[src/rtl/axis_tpg_pkg.sv]
// Shared types and constants for the AXI4-Stream video test-pattern generator.
// Holds FSM/pattern enums, the colour-bar table and a width helper.
package axis_tpg_pkg;

  typedef enum logic [1:0] {
    IDLE   = 2'd0,
    ACTIVE = 2'd1,
    HBLANK = 2'd2,
    VBLANK = 2'd3
  } tpg_state_t;

  typedef enum logic [1:0] {
    PAT_RAMP     = 2'd0,
    PAT_CHECKER  = 2'd1,
    PAT_FRAMECNT = 2'd2,
    PAT_BARS     = 2'd3
  } tpg_pattern_t;

  // {R,G,B}: white, yellow, cyan, green, magenta, red, blue, black
  localparam logic [23:0] BAR_RGB [8] = '{
    24'hFFFFFF, 24'hFFFF00, 24'h00FFFF, 24'h00FF00,
    24'hFF00FF, 24'hFF0000, 24'h0000FF, 24'h000000
  };

  function automatic int clog2_min1(input int n);
    return (n > 1) ? $clog2(n) : 1;
  endfunction

endpackage

[src/rtl/axis_if.sv]
// AXI4-Stream video bundle without tready; the master owns every signal.
// Any cycle with tvalid=1 is a completed transfer (the sink cannot stall).
interface AXIS_if #(
  parameter int BITWIDTH = 24
);

  logic [BITWIDTH-1:0] tdata;
  logic                tlast;
  logic                tuser;
  logic                tvalid;

  modport master (output tdata, output tlast, output tuser, output tvalid);
  modport slave  (input  tdata, input  tlast, input  tuser, input  tvalid);

endinterface

[src/rtl/axis_tpg_pattern.sv]
// Combinational pixel generator: maps raster position, bar index and frame
// count to a pixel for the selected test pattern.
module axis_tpg_pattern
  import axis_tpg_pkg::*;
#(
  parameter int BITWIDTH = 24,
  parameter int XW       = 10,
  parameter int YW       = 9
) (
  input  logic [XW-1:0]       x,
  input  logic [YW-1:0]       y,
  input  logic [2:0]          bar,
  input  logic [7:0]          frame_cnt,
  input  tpg_pattern_t        pattern,
  output logic [BITWIDTH-1:0] pixel
);

  localparam int NBYTES = (BITWIDTH + 7) / 8;

  logic                x_b3;
  logic                y_b3;
  logic [8*NBYTES-1:0] cnt_rep;

  // Bit 3 of each coordinate; reads as 0 when the counter is narrower.
  assign x_b3    = |(x & XW'(8));
  assign y_b3    = |(y & YW'(8));
  assign cnt_rep = {NBYTES{frame_cnt}};

  always_comb begin
    pixel = '0;
    case (pattern)
      PAT_RAMP:     pixel = BITWIDTH'(x);
      PAT_CHECKER:  pixel = (x_b3 ^ y_b3) ? '1 : '0;
      PAT_FRAMECNT: pixel = BITWIDTH'(cnt_rep);
      PAT_BARS:     pixel = BITWIDTH'(BAR_RGB[bar]);
      default:      pixel = '0;
    endcase
  end

endmodule

[src/rtl/axis_video_tpg.sv]
// AXI4-Stream raster test-pattern source with programmable line/frame
// blanking; FSM, raster counters and registered stream outputs live here.
module axis_video_tpg
  import axis_tpg_pkg::*;
#(
  parameter int BITWIDTH = 24,
  parameter int H_ACTIVE = 640,
  parameter int V_ACTIVE = 480,
  parameter int H_BLANK  = 16,
  parameter int V_BLANK  = 64
) (
  input  logic                aclk,
  input  logic                aresetn,
  input  logic                enable,
  input  logic [1:0]          pattern_sel,
  output logic [BITWIDTH-1:0] tdata,
  output logic                tlast,
  output logic                tuser,
  output logic                tvalid,
  output logic                frame_done,
  output tpg_state_t          fsm_state
);

  localparam int XW        = clog2_min1(H_ACTIVE);
  localparam int YW        = clog2_min1(V_ACTIVE);
  localparam int BLANK_MAX = (H_BLANK > V_BLANK) ? H_BLANK : V_BLANK;
  localparam int BW        = clog2_min1(BLANK_MAX);
  localparam int BAR_STEP  = (H_ACTIVE + 7) / 8;
  localparam int SW        = clog2_min1(BAR_STEP);

  localparam logic [XW-1:0] X_LAST = XW'(H_ACTIVE - 1);
  localparam logic [YW-1:0] Y_LAST = YW'(V_ACTIVE - 1);
  localparam logic [BW-1:0] H_LAST = BW'((H_BLANK > 0) ? H_BLANK - 1 : 0);
  localparam logic [BW-1:0] V_LAST = BW'((V_BLANK > 0) ? V_BLANK - 1 : 0);
  localparam logic [SW-1:0] S_LAST = SW'(BAR_STEP - 1);

  tpg_state_t   state, state_n;
  logic [XW-1:0] x, x_n;
  logic [YW-1:0] y, y_n;
  logic [2:0]    bar, bar_n;
  logic [SW-1:0] sub, sub_n;
  logic [BW-1:0] blank, blank_n;
  tpg_pattern_t  pat_q, pat_n;
  logic [7:0]    frame_cnt;

  logic                line_done;
  logic                frame_end;
  logic                start_frame;
  logic                next_line;
  logic                beat_n;
  logic                last_beat_n;
  logic [BITWIDTH-1:0] pixel;

  logic [BITWIDTH-1:0] tdata_q;
  logic                tlast_q;
  logic                tuser_q;
  logic                tvalid_q;
  logic                done_q;

  AXIS_if #(.BITWIDTH(BITWIDTH)) m_axis ();

  always_ff @(posedge aclk or negedge aresetn) begin
    if (!aresetn) begin
      state     <= IDLE;
      x         <= '0;
      y         <= '0;
      bar       <= '0;
      sub       <= '0;
      blank     <= '0;
      pat_q     <= PAT_RAMP;
      frame_cnt <= '0;
    end else begin
      state <= state_n;
      x     <= x_n;
      y     <= y_n;
      bar   <= bar_n;
      sub   <= sub_n;
      blank <= blank_n;
      pat_q <= pat_n;
      if (last_beat_n) frame_cnt <= frame_cnt + 8'd1;
    end
  end

  // state names what the output registers show in the same cycle.
  always_comb begin
    state_n     = state;
    x_n         = x;
    y_n         = y;
    bar_n       = bar;
    sub_n       = sub;
    blank_n     = blank;
    pat_n       = pat_q;
    line_done   = 1'b0;
    frame_end   = 1'b0;
    start_frame = 1'b0;
    next_line   = 1'b0;

    case (state)
      IDLE: start_frame = enable;
      ACTIVE: begin
        if (x == X_LAST) begin
          if (H_BLANK > 0) begin
            state_n = HBLANK;
            blank_n = '0;
          end else begin
            line_done = 1'b1;
          end
        end else begin
          x_n = x + XW'(1);
          if (sub == S_LAST) begin
            sub_n = '0;
            bar_n = bar + 3'd1;
          end else begin
            sub_n = sub + SW'(1);
          end
        end
      end
      HBLANK: begin
        if (blank == H_LAST) line_done = 1'b1;
        else                 blank_n   = blank + BW'(1);
      end
      VBLANK: begin
        if (blank == V_LAST) frame_end = 1'b1;
        else                 blank_n   = blank + BW'(1);
      end
      default: state_n = IDLE;
    endcase

    if (line_done) begin
      if (y != Y_LAST) begin
        next_line = 1'b1;
      end else if (V_BLANK > 0) begin
        state_n = VBLANK;
        blank_n = '0;
      end else begin
        frame_end = 1'b1;
      end
    end

    // enable only matters here and in IDLE, so a frame always completes.
    if (frame_end) begin
      if (enable) start_frame = 1'b1;
      else        state_n     = IDLE;
    end

    if (start_frame) begin
      state_n = ACTIVE;
      x_n     = '0;
      y_n     = '0;
      bar_n   = '0;
      sub_n   = '0;
      pat_n   = tpg_pattern_t'(pattern_sel);
    end

    if (next_line) begin
      state_n = ACTIVE;
      x_n     = '0;
      y_n     = y + YW'(1);
      bar_n   = '0;
      sub_n   = '0;
    end
  end

  assign beat_n      = (state_n == ACTIVE);
  assign last_beat_n = beat_n && (x_n == X_LAST) && (y_n == Y_LAST);

  axis_tpg_pattern #(
    .BITWIDTH (BITWIDTH),
    .XW       (XW),
    .YW       (YW)
  ) u_pattern (
    .x         (x_n),
    .y         (y_n),
    .bar       (bar_n),
    .frame_cnt (frame_cnt),
    .pattern   (pat_n),
    .pixel     (pixel)
  );

  always_ff @(posedge aclk or negedge aresetn) begin
    if (!aresetn) begin
      tdata_q  <= '0;
      tlast_q  <= 1'b0;
      tuser_q  <= 1'b0;
      tvalid_q <= 1'b0;
      done_q   <= 1'b0;
    end else begin
      tdata_q  <= beat_n ? pixel : '0;
      tlast_q  <= beat_n && (x_n == X_LAST);
      tuser_q  <= beat_n && (x_n == '0) && (y_n == '0);
      tvalid_q <= beat_n;
      done_q   <= last_beat_n;
    end
  end

  assign m_axis.tdata  = tdata_q;
  assign m_axis.tlast  = tlast_q;
  assign m_axis.tuser  = tuser_q;
  assign m_axis.tvalid = tvalid_q;

  assign tdata      = m_axis.tdata;
  assign tlast      = m_axis.tlast;
  assign tuser      = m_axis.tuser;
  assign tvalid     = m_axis.tvalid;
  assign frame_done = done_q;
  assign fsm_state  = state;

endmodule

[config.mk]
export PLATFORM = sky130hd
export DESIGN_NAME = axis_video_tpg
export DESIGN_NICKNAME = d
export VERILOG_FILES = /design/src/rtl/axis_tpg_pkg.sv /design/src/rtl/axis_if.sv /design/src/rtl/axis_tpg_pattern.sv /design/src/rtl/axis_video_tpg.sv
export SDC_FILE = /design/constraint.sdc
export NUM_CORES = 1
export LEC_CHECK = 0
export CAP_MARGIN = 40
export CORE_ASPECT_RATIO = 0.5
export CORE_MARGIN = 2
export CORE_UTILIZATION = 57
export DETAILED_ROUTE_END_ITERATION = 16
export GPL_TIMING_DRIVEN = 0
export PLACE_DENSITY = 0.82
export SLEW_MARGIN = 30
export SYNTH_ARGS = -nofsm -noshare
export SYNTH_HDL_FRONTEND = slang
export SYNTH_HIERARCHICAL = 1
export SYNTH_SLANG_ARGS = --single-unit
[constraint.sdc]
create_clock -name aclk -period 3.6 [get_ports aclk]
set_input_delay 0.72 -clock aclk [delete_from_list [all_inputs] [get_ports aclk]]
set_output_delay 0.72 -clock aclk [all_outputs]
set_load 0.02 [all_outputs]
==> results.md <==
* Top cells by area, synth: dfrtp_1 46%, and2_1 4.8%, nand2_1 4.7%, xor2_1 3.9%, o21ai_0 3.3%
* Final WL at 9370 µm
* Power Total at 1.97 mW
* Most used cell, CP: o21ai_0
* Final clock skew at 0.00657 ns
* Met1 usage at a little over a third
* Final ANT Viol Nets at 0
* Worst-Skew Late Latency at 0.34 ns
* Area Growth Syn to Fin at 20.4%
* Most common cell after layout, fill and taps aside: dfrtp_1
* Met3 GRT Util at around 6.7%
* CTS Sinks at 75
* Worst path max stage delay at 0.43 ns
* CTS tree: done
* Setup CP Type: in -> reg
* Status: finished clean
* Hpwl dp at roughly 6500 µm
* Max-cap viol count at 0
* Final setup fails at 0
* Ant. Diodes at 0
* Rel. slew slack at 51.0%
* DP Area at 4540 µm²
* RD Place Congestion at 0.953
* CP endpoint kind: flip-flop
* Arr. time, crit path at 3.65 ns
* Netlist Area Pre-Place at 4060 µm²
* Highest clock rate at about 0.3 GHz
* Dpl ws at -0.107 ns
* Grt met2 use at 39.8%
* Bufs and invs on worst path at 3
* Worst-path fanout max at 10
* Syn_area_per_cell at 9.49 µm²
* Vias at approximately 3,400
* PD cells at 403 nW/µm²
* Post-route DRC at 0
* Post-Syn Nets at roughly 440
* Congestion Overflow GR at 0
* Ordered cell list for the critical path: clkdlybuf4s50_1 -> and4_1 -> a21oi_2 -> o21ai_0 -> buf_2 -> buf_1 -> nor2_1 -> xor2_2 -> o21bai_1 -> o21ai_0 -> and2_1
* Fillers at 490
* Initial Util at 59.9%
* First-pass GRT wire length at 15,600 µm
* RSZ-0062 raised after global routing: no
* Port Buffers at 34
* Largest net degree at the start of global routing at between 40 and 50
* Kind of start point of the critical path: input pin
* CTS root buf: clkbuf_16
* Share of layout cells above drive strength 1 at around a tenth
* Die ar. at ~7900 µm²
* Distinct cells, synth at 62
* CTS Buf Count at 9
* Sequential share of the synthesized area at 46.2%
* Synth Instances at 428
* Vias in the first global route at between 3,000 and 4,000
* Clock Path Buffers at 2
* Yosys warnings at 6
* Least-Margin Pin Slew at approximately 0.73 ns
* Die height at 63.7 µm
* Top FF cell, synth: dfrtp_1
* Wirelength per Cell at 16.4 µm
* Gr usage total at 25.8%
* Async SR Flop Fraction at 100%
* Core Util, Final at 72.1%
* Family with the most delay on the worst path: compound AO/OA/AOI/OAI gates
* WP data required at roughly 3.9 ns
* Vias per cell at 5.97
* Gr busiest metal: met2
* FF+latch count, synth at 75
* EDFF count, synth at 0
* Cell Rows at 21
* Hold Crit Class: in -> async
* Critical path's slowest cell: clkdlybuf4s50_1
* 1st-pass router iterations at 5
* NumNets Final at 487
* Clock slew at reported path FFs at 0.06 ns
* Leakage power at approximately 2.2 nW
* Top-Level Pins at 35
* Final hold viol count at 0
* Fin. max-slew vios at 0
* DR iter-0 viols at 320
* H-tree Lvls at 3
* Setup WS post-layout at 0.222 ns
* Cell taking the most area after synthesis: dfrtp_1
* Yosys top cell area share at 46.2%
* Final Cycle Share at 93.8%
* Period minus WS final at about 3.4 ns
* Final instance area at between 4000 and 5000 µm²
* Most frequent cells in the layout: 75 x dfrtp_1, 51 x nand2_1, 35 x nor2_1
* VDD IR max at roughly 0.21 mV
* Chip Width at about 120 µm
* Initial antenna violation count at 0
* Core ar. at between 6000 and 7000 µm²
[layer usage]
metal / vias up / share of wire [%]
met3: 23 / 5.6
met4: 0 / 1.9
li1: 1625 / -
met1: 1650 / 46
met5: - / 0
met2: 122 / 47
[per-stage QoR]
step / std cells / hold slack [ns] / TNS, ns
floorplan: 428 / 0.424 / 0
global placement: 554 / 0.455 / -57.04
detailed placement: 555 / 0.462 / -0.883
CTS: 571 / 0.319 / 0
global route: 573 / 0.336 / 0
finish: 573 / 0.306 / 0
[synth_stat cells (2+ instances only)]
master	n
a2111oi_0	2
a211oi_1	3
a21o_1	2
a21oi_1	14
a21oi_2	2
a22oi_1	2
a31oi_1	4
and2_1	31
and3_1	7
and4_1	7
and4b_1	2
buf_2	7
buf_4	5
clkbuf_1	8
dfrtp_1	75
ha_1	6
inv_1	9
mux2i_1	7
nand2_1	51
nand2b_1	2
nand3_1	14
nand3b_1	2
nand4_1	14
nor2_1	35
nor2b_1	7
nor3_1	10
nor3b_1	3
nor4_1	5
nor4b_1	2
o211ai_1	5
o211ai_2	2
o21ai_0	27
o221ai_1	2
o31ai_1	2
xnor2_1	8
xor2_1	18
[registers in the layout, indices dropped and copies added, names as in the netlist]
name and count:
frame_done 1, sub 7, frame_cnt 8, tvalid 1, blank 6, bar 3, tuser 1, tdata 24
fsm_state 2, x 10, y 9, pat_q 2, tlast 1
[layout make-up]
| class | instances | area [µm²] | share of cell area (%) |
|---|---|---|---|
| Multi-Input combinational cell | 322 | 2040 | 41.7 |
| Buffer | 22 | 118 | 2.41 |
| Timing Repair Buffer | 37 | 380 | 7.78 |
| Inverter | 9 | 33.8 | 0.691 |
| Sequential cell | 75 | 1880 | 38.4 |
| Clock buffer | 9 | 225 | 4.61 |
| Tap cell | 92 | 115 | 2.35 |
| Clock inverter | 7 | 98.8 | 2.02 |
[repair_timing]
item / in CTS / in global routing
gates resized for setup: 0 / 1
hold buffers: 0 / 0
setup buffers: 0 / 2
setup endpoints to repair: 0 / 10
[cell families after synthesis]
group | share of synthesized area [%]
simple gates | 27.0
compound gates | 13.2
flops | 46.2
buf+inv | 3.73
mux | 2.00
fa+ha+maj | 1.85
xor+xnor | 6.01
[path summary, 6_finish.rpt]
| path | cells after the start | to | slack (ns) | startpoint |
|---|---|---|---|---|
| setup reg to reg | 12 | tdata[8]$_DFF_PN0_ | 0.27 | blank[0]$_DFF_PN0_ |
| setup / recovery | 11 | tdata[8]$_DFF_PN0_ | 0.22 | enable |
| min in group aclk | 2 | pat_q[0]$_DFF_PN0_ | 0.47 | pat_q[0]$_DFF_PN0_ |
| hold reg to reg | 2 | pat_q[0]$_DFF_PN0_ | 0.47 | pat_q[0]$_DFF_PN0_ |
| hold / removal | 1 | blank[3]$_DFF_PN0_ | 0.31 | aresetn |
| max in group asynchronous | 2 | tdata[9]$_DFF_PN0_ | 2.74 | aresetn |
[power breakdown]
part | switching (mW) | internal [mW] | total [mW]
Sequential | 0.00724 | 0.861 | 0.868
Combinational | 0.0696 | 0.0542 | 0.124
Clock | 0.365 | 0.613 | 0.978
Total | 0.442 | 1.53 | 1.97
Note: power is estimated with default switching activity, not from simulation.
